--- src/rtl/mac_pkg.sv ---
// Shared constants and helpers for the pipelined multiply-accumulate block.
// Saturation is selected by defining PIPELINED_MAC_SATURATE_EN.
package mac_pkg;

    localparam int DEF_DATA_W     = 4;
    localparam int DEF_ACC_W      = 16;
    localparam int DEF_MUL_STAGES = 2;

    function automatic int prod_w(input int data_w);
        return 2 * data_w;
    endfunction

endpackage

--- src/rtl/mac_mul_pipe.sv ---
// Unsigned multiplier followed by a STAGES-deep register chain.
// Each stage carries a valid and last flag; the whole chain holds while en is low.
module mac_mul_pipe
    import mac_pkg::*;
#(
    parameter int DATA_W = DEF_DATA_W,
    parameter int STAGES = DEF_MUL_STAGES,
    localparam int PW    = prod_w(DATA_W)
) (
    input  logic              clk,
    input  logic              rst_n,
    input  logic              en,
    input  logic              flush,
    input  logic              in_valid,
    input  logic [DATA_W-1:0] a,
    input  logic [DATA_W-1:0] b,
    input  logic              last,
    output logic              out_valid,
    output logic [PW-1:0]     prod,
    output logic              out_last
);

    logic [STAGES-1:0] v_q;
    logic [STAGES-1:0] l_q;
    logic [PW-1:0]     p_q [STAGES];
    logic [PW-1:0]     p_d;

    assign p_d = PW'(a) * PW'(b);

    always_ff @(posedge clk or negedge rst_n) begin
        if (!rst_n) begin
            v_q <= '0;
            l_q <= '0;
        end else if (flush) begin
            v_q <= '0;
        end else if (en) begin
            v_q[0] <= in_valid;
            l_q[0] <= last;
            for (int i = 1; i < STAGES; i++) begin
                v_q[i] <= v_q[i-1];
                l_q[i] <= l_q[i-1];
            end
        end
    end

    // Product data is qualified by v_q, so it carries no reset.
    always_ff @(posedge clk) begin
        if (en) begin
            p_q[0] <= p_d;
            for (int i = 1; i < STAGES; i++) begin
                p_q[i] <= p_q[i-1];
            end
        end
    end

    assign out_valid = v_q[STAGES-1];
    assign out_last  = l_q[STAGES-1];
    assign prod      = p_q[STAGES-1];

endmodule

--- src/rtl/pipelined_mac.sv ---
// Pipelined MAC: multiply pipe, accumulate stage, held output register.
// Define PIPELINED_MAC_SATURATE_EN to clamp overflowed sums instead of wrapping.
module pipelined_mac
    import mac_pkg::*;
#(
    parameter int DATA_W     = DEF_DATA_W,
    parameter int ACC_W      = DEF_ACC_W,
    parameter int MUL_STAGES = DEF_MUL_STAGES
) (
    input  logic              clk,
    input  logic              rst_n,
    input  logic              in_valid,
    output logic              in_ready,
    input  logic [DATA_W-1:0] a,
    input  logic [DATA_W-1:0] b,
    input  logic              last,
    input  logic              clr,
    output logic              out_valid,
    input  logic              out_ready,
    output logic [ACC_W-1:0]  acc_out,
    output logic              ovf
);

    localparam int PW = prod_w(DATA_W);

    logic             m_v;
    logic             m_last;
    logic [PW-1:0]    m_prod;
    logic             stall;
    logic             load;

    logic             acc_v_q;
    logic             acc_last_q;
    logic             grp_start_q;
    logic [ACC_W-1:0] sum_q;
    logic             sum_ovf_q;
    logic [ACC_W-1:0] sum_d;
    logic             sum_ovf_d;
    logic [ACC_W-1:0] base;
    logic             base_ovf;
    logic [ACC_W:0]   add;

    logic             out_valid_q;
    logic [ACC_W-1:0] acc_q;
    logic             ovf_q;

    // A finished group waiting behind an unconsumed result freezes everything.
    assign stall    = out_valid_q && !out_ready && acc_v_q && acc_last_q;
    assign in_ready = rst_n && !clr && !stall;
    assign load     = acc_v_q && acc_last_q && !stall;

    mac_mul_pipe #(
        .DATA_W (DATA_W),
        .STAGES (MUL_STAGES)
    ) u_mul (
        .clk       (clk),
        .rst_n     (rst_n),
        .en        (!stall),
        .flush     (clr),
        .in_valid  (in_valid && in_ready),
        .a         (a),
        .b         (b),
        .last      (last),
        .out_valid (m_v),
        .prod      (m_prod),
        .out_last  (m_last)
    );

    always_comb begin
        base      = grp_start_q ? '0 : sum_q;
        base_ovf  = grp_start_q ? 1'b0 : sum_ovf_q;
        add       = {1'b0, base} + (ACC_W+1)'(m_prod);
        sum_ovf_d = base_ovf | add[ACC_W];
`ifdef PIPELINED_MAC_SATURATE_EN
        sum_d     = sum_ovf_d ? '1 : add[ACC_W-1:0];
`else
        sum_d     = add[ACC_W-1:0];
`endif
    end

    always_ff @(posedge clk or negedge rst_n) begin
        if (!rst_n) begin
            acc_v_q     <= 1'b0;
            acc_last_q  <= 1'b0;
            grp_start_q <= 1'b1;
            sum_q       <= '0;
            sum_ovf_q   <= 1'b0;
        end else if (clr) begin
            acc_v_q     <= 1'b0;
            acc_last_q  <= 1'b0;
            grp_start_q <= 1'b1;
            sum_q       <= '0;
            sum_ovf_q   <= 1'b0;
        end else if (!stall) begin
            acc_v_q <= m_v;
            if (m_v) begin
                acc_last_q  <= m_last;
                grp_start_q <= m_last;
                sum_q       <= sum_d;
                sum_ovf_q   <= sum_ovf_d;
            end
        end
    end

    always_ff @(posedge clk or negedge rst_n) begin
        if (!rst_n) begin
            out_valid_q <= 1'b0;
            acc_q       <= '0;
            ovf_q       <= 1'b0;
        end else if (clr) begin
            out_valid_q <= 1'b0;
        end else if (load) begin
            out_valid_q <= 1'b1;
            acc_q       <= sum_q;
            ovf_q       <= sum_ovf_q;
        end else if (out_ready) begin
            out_valid_q <= 1'b0;
        end
    end

    assign out_valid = out_valid_q;
    assign acc_out   = acc_q;
    assign ovf       = ovf_q;

endmodule

--- config.mk ---
export PLATFORM = sky130hd
export DESIGN_NAME = pipelined_mac
export DESIGN_NICKNAME = d
export VERILOG_FILES = /design/src/rtl/mac_pkg.sv /design/src/rtl/mac_mul_pipe.sv /design/src/rtl/pipelined_mac.sv
export SDC_FILE = /design/constraint.sdc
export NUM_CORES = 1
export LEC_CHECK = 0
export ABC_AREA = 1
export CAP_MARGIN = 20
export CORE_MARGIN = 5
export CORE_UTILIZATION = 24
export DETAILED_ROUTE_END_ITERATION = 8
export GPL_TIMING_DRIVEN = 0
export HOLD_SLACK_MARGIN = 0.03
export MAX_ROUTING_LAYER = met4
export SYNTH_ARGS = -nofsm -noshare
export SYNTH_HDL_FRONTEND = slang
export SYNTH_HIERARCHICAL = 1
export SYNTH_SLANG_ARGS = --single-unit
--- constraint.sdc ---
create_clock -name clk -period 1.8 [get_ports clk]
set_input_delay 0.36 -clock clk [delete_from_list [all_inputs] [get_ports clk]]
set_output_delay 0.36 -clock clk [all_outputs]
set_load 0.01 [all_outputs]
==> flow_metrics.py <==
metrics = {
    "outcome": {
        "status": "complete, but fails checks",
        "violations": "negative setup slack",
    },
    "global_route": {
        "first_global_vias": 2953,
        "use_met1_pct": 13.0,
        "global_route_wire_length_before_repair_mm": 14.0,
        "use_met2_pct": 17.1,
        "track_usage_pct": 10.6,
        "grt_max_degree": 29,
        "grt_remaining_overflow": 0,
        "gr-max-usage-layer": "met2",
        "antenna_violations_before_repair": 0,
        "groute.layer.met3.usage_pct": 2.11,
    },
    "yosys": {
        "synth_async_sr_flop_share_pct": 72.4,
        "yosys_most_used_dff": "sky130_fd_sc_hd__dfrtp_1",
        "synth_cell_type_count": 38,
        "syn_area_um2": 3500,
        "synth_area_leaders": "sky130_fd_sc_hd__dfrtp_1, sky130_fd_sc_hd__edfxtp_1, sky130_fd_sc_hd__nand2_1",
        "synth_area_per_cell_um2": 8.38,
        "post_synth_net_total": 457,
        "synth_seq_area_share_pct": 43.7,
        "yosys_warnings": 6,
        "number_of_flops_mapped_to_enable_cells_by_yosys": 16,
        "synth_top_area_cell": "sky130_fd_sc_hd__dfrtp_1",
        "flops_latches_synth": 58,
        "synthDominantCellAreaShare_pct": 29.3,
        "postSynthCellCount": 418,
    },
    "die": {
        "die_y_um": 131,
        "design.core.area_um2": 14400,
        "starting_utilization_of_the_core_area_pct": 24.3,
        "top_level_ports": 33,
        "core.rowCount": 44,
        "die_area_um2": 17100,
        "die_w_um": 131,
    },
    "timing": {
        "finalSetupTns_ns": -2.76,
        "final_number_of_hold_violating_endpoints": 0,
        "fmax_ghz": 0.468,
        "setup_viol_count_final": 17,
        "report.final.slew_viol_count": 0,
        "tightestPinTransition_ns": 0.609,
        "skew_ns": 0.00569,
        "timing.hold.ws_ns": 0.0578,
        "layout_setup_ws_ns": -0.337,
        "finalWorstPathRequiredPeriod_ns": 2.14,
        "rsz0062_at_grt": "true",
        "period_share_pct": 119,
        "timing.slew.headroom_pct": 59.2,
    },
    "critical_path": {
        "cp_data_arrival_time_ns": 2.22,
        "crit_path_end": "u_mul/p_q[0][6]",
        "cp-end-kind": "register",
        "worstSetupPathType": "input pin to register",
        "worstSetupStartpointType": "input pin",
        "r2r_path_start": "grp_start_q",
        "ff2ff_path_depth": 11,
        "worst_case_register_to_register_setup_slack_ns": -0.17,
        "critical_path.startpoint": "a[1]",
        "crit_fanout": 2,
        "r2r_end": "sum_q[11]",
        "worst_ep_required_time_ns": 1.88,
    },
    "clock_tree": {
        "clkTransAtPathRegs_ns": 0.05,
        "cts_tree": "done",
        "clockBufferDepth": 2,
        "clockRootBuffer": "sky130_fd_sc_hd__clkbuf_16",
        "clkLatencyLatePin_ns": 0.33,
        "numCtsBuffers": 9,
        "clock_sinks": 58,
        "cts_max_level": 3,
    },
    "detailed_routing": {
        "totalWireLength_mm": 8.63,
        "vias": 2871,
        "post-route-drc-count": 0,
        "detail_route.vias_per_cell": 4.32,
        "drt_iter0_markers": 158,
        "antenna_left": 0,
        "drt_pre_antenna_iters": 5,
        "route.detailed.wl_per_inst_um": 13.0,
    },
    "finish": {
        "postLayoutCellArea_um2": 5040,
        "nFillCells": 1421,
        "layout_common_cells": "sky130_fd_sc_hd__nand2_1, sky130_fd_sc_hd__inv_1, sky130_fd_sc_hd__dfrtp_1",
        "area.growth.synth_to_final_pct": 43.9,
        "mostFrequentLayoutCell": "sky130_fd_sc_hd__nand2_1",
        "instances_no_fill": 664,
        "proportion_of_layout_cells_with_a_drive_suffix_above_1_pct": 38.1,
        "num_antenna_cells": 0,
        "nets": 515,
    },
    "hold_path": {
        "worst_hold_path_type": "input pin to asynchronous set/reset pin",
    },
    "placement": {
        "detailedPlace.worstSlack_ns": -1.27,
        "dp_cells": 635,
        "gp_routability_congestion": 0.891,
        "buffer_ports.inserted": 32,
        "detailed_place.area_um2": 4100,
        "place_hpwl_mm": 5.53,
    },
    "power": {
        "vdd.ir_drop.worst_mv": 0.508,
        "powerDensity_nw_per_um2": 781,
        "p_leak_nw": 2.37,
    },
    "job": {
        "max_cap_viol_count": 0,
    },
}
[synth_stat cells, types with 2 or more instances]
cell type / number
sky130_fd_sc_hd__nor2_4: 4
sky130_fd_sc_hd__fa_1: 5
sky130_fd_sc_hd__xor2_1: 3
sky130_fd_sc_hd__nand3_1: 25
sky130_fd_sc_hd__buf_2: 3
sky130_fd_sc_hd__dfrtp_1: 41
sky130_fd_sc_hd__nor2_1: 26
sky130_fd_sc_hd__ha_1: 20
sky130_fd_sc_hd__buf_6: 2
sky130_fd_sc_hd__a21oi_1: 9
sky130_fd_sc_hd__nor2_2: 6
sky130_fd_sc_hd__mux2_2: 2
sky130_fd_sc_hd__or2_2: 2
sky130_fd_sc_hd__buf_4: 8
sky130_fd_sc_hd__nand2_1: 121
sky130_fd_sc_hd__o21ai_1: 8
sky130_fd_sc_hd__inv_2: 11
sky130_fd_sc_hd__mux2_1: 4
sky130_fd_sc_hd__o21ai_0: 11
sky130_fd_sc_hd__nand3_2: 3
sky130_fd_sc_hd__edfxtp_1: 16
sky130_fd_sc_hd__nand2_2: 4
sky130_fd_sc_hd__inv_1: 58
sky130_fd_sc_hd__o22ai_1: 7
sky130_fd_sc_hd__nand4_1: 4
sky130_fd_sc_hd__nand2_4: 3
[per-layer routing]
metal	part of all wire, %	vias to the layer above
met1	44	1350
met2	49	71
li1	-	1434
met4	2.5	0
met3	4.6	16
met5	0	-
[worst min-delay path by stage]
stage	to	slack, ns	cells after the start
after floorplan	acc_last_q	0.06	0
final	ovf	0.06	2
after CTS	grp_start_q	0.07	1
after global placement	u_mul/p_q[0][11]	0.40	0
after global routing	grp_start_q	0.07	1
after detailed placement	acc_out[12]	0.30	1
[cell families after synthesis]
kind of cell             count (synthesis)  synth area share (%)
buffers and inverters                   85                  11.1
multiplexers                             6                  1.93
AO/OA/AOI/OAI                           39                  6.14
XOR/XNOR                                 3                 0.750
flip-flops                              58                  43.7
AND/OR/NAND/NOR                        202                  26.3
adder cells (fa/ha/maj)                 25                  10.0
[stage by stage]
stage | power (mW) | utilization, %
floorplan | 1.79 | -
global placement | 1.91 | 28.3
detailed placement | 1.93 | 28.4
CTS | 3.86 | 33.3
global route | 4.09 | 35.0
finish | 3.94 | 35.0
[state kept, by name, indices dropped and copies added (netlist names)]
name         flops
acc_out         16
sum_q           16
u_mul/p_q       16
u_mul/l_q        2
u_mul/v_q        2
acc_last_q       1
acc_v_q          1
grp_start_q      1
out_valid        1
ovf              1
sum_ovf_q        1
[worst max-delay path, cell delays in order]
cell and delay [ns]:
sky130_fd_sc_hd__buf_8 0.08, sky130_fd_sc_hd__nand2_4 0.05, sky130_fd_sc_hd__fa_1 0.53, sky130_fd_sc_hd__inv_1 0.05, sky130_fd_sc_hd__fa_2 0.46, sky130_fd_sc_hd__fa_2 0.42, sky130_fd_sc_hd__nand3_2 0.08, sky130_fd_sc_hd__nand2_2 0.05
sky130_fd_sc_hd__xor2_1 0.13
[timing repair]
item	CTS	global route
gates resized for setup	111	53
pin swaps	55	46
hold endpoints to repair	13	0
hold buffers	1	0
buffers inserted	11	3
setup endpoints to repair	21	20
[area by class of cell]
cell class,count,area [µm²],area share [%]
Sequential cell,58,1530,30.4
Buffer,14,110,2.18
Tap cell,184,230,4.57
Clock inverter,5,80.1,1.59
Clock buffer,10,229,4.54
Inverter,70,270,5.36
Multi-Input combinational cell,275,2100,41.7
Timing Repair Buffer,48,485,9.63
[power breakdown]
| group | internal (mW) | switching [mW] |
|---|---|---|
| Combinational | 0.332 | 0.352 |
| Sequential | 1.46 | 0.0227 |
| Clock | 1.20 | 0.576 |
| Total | 2.99 | 0.951 |
Note: power is estimated with default switching activity, not from simulation.
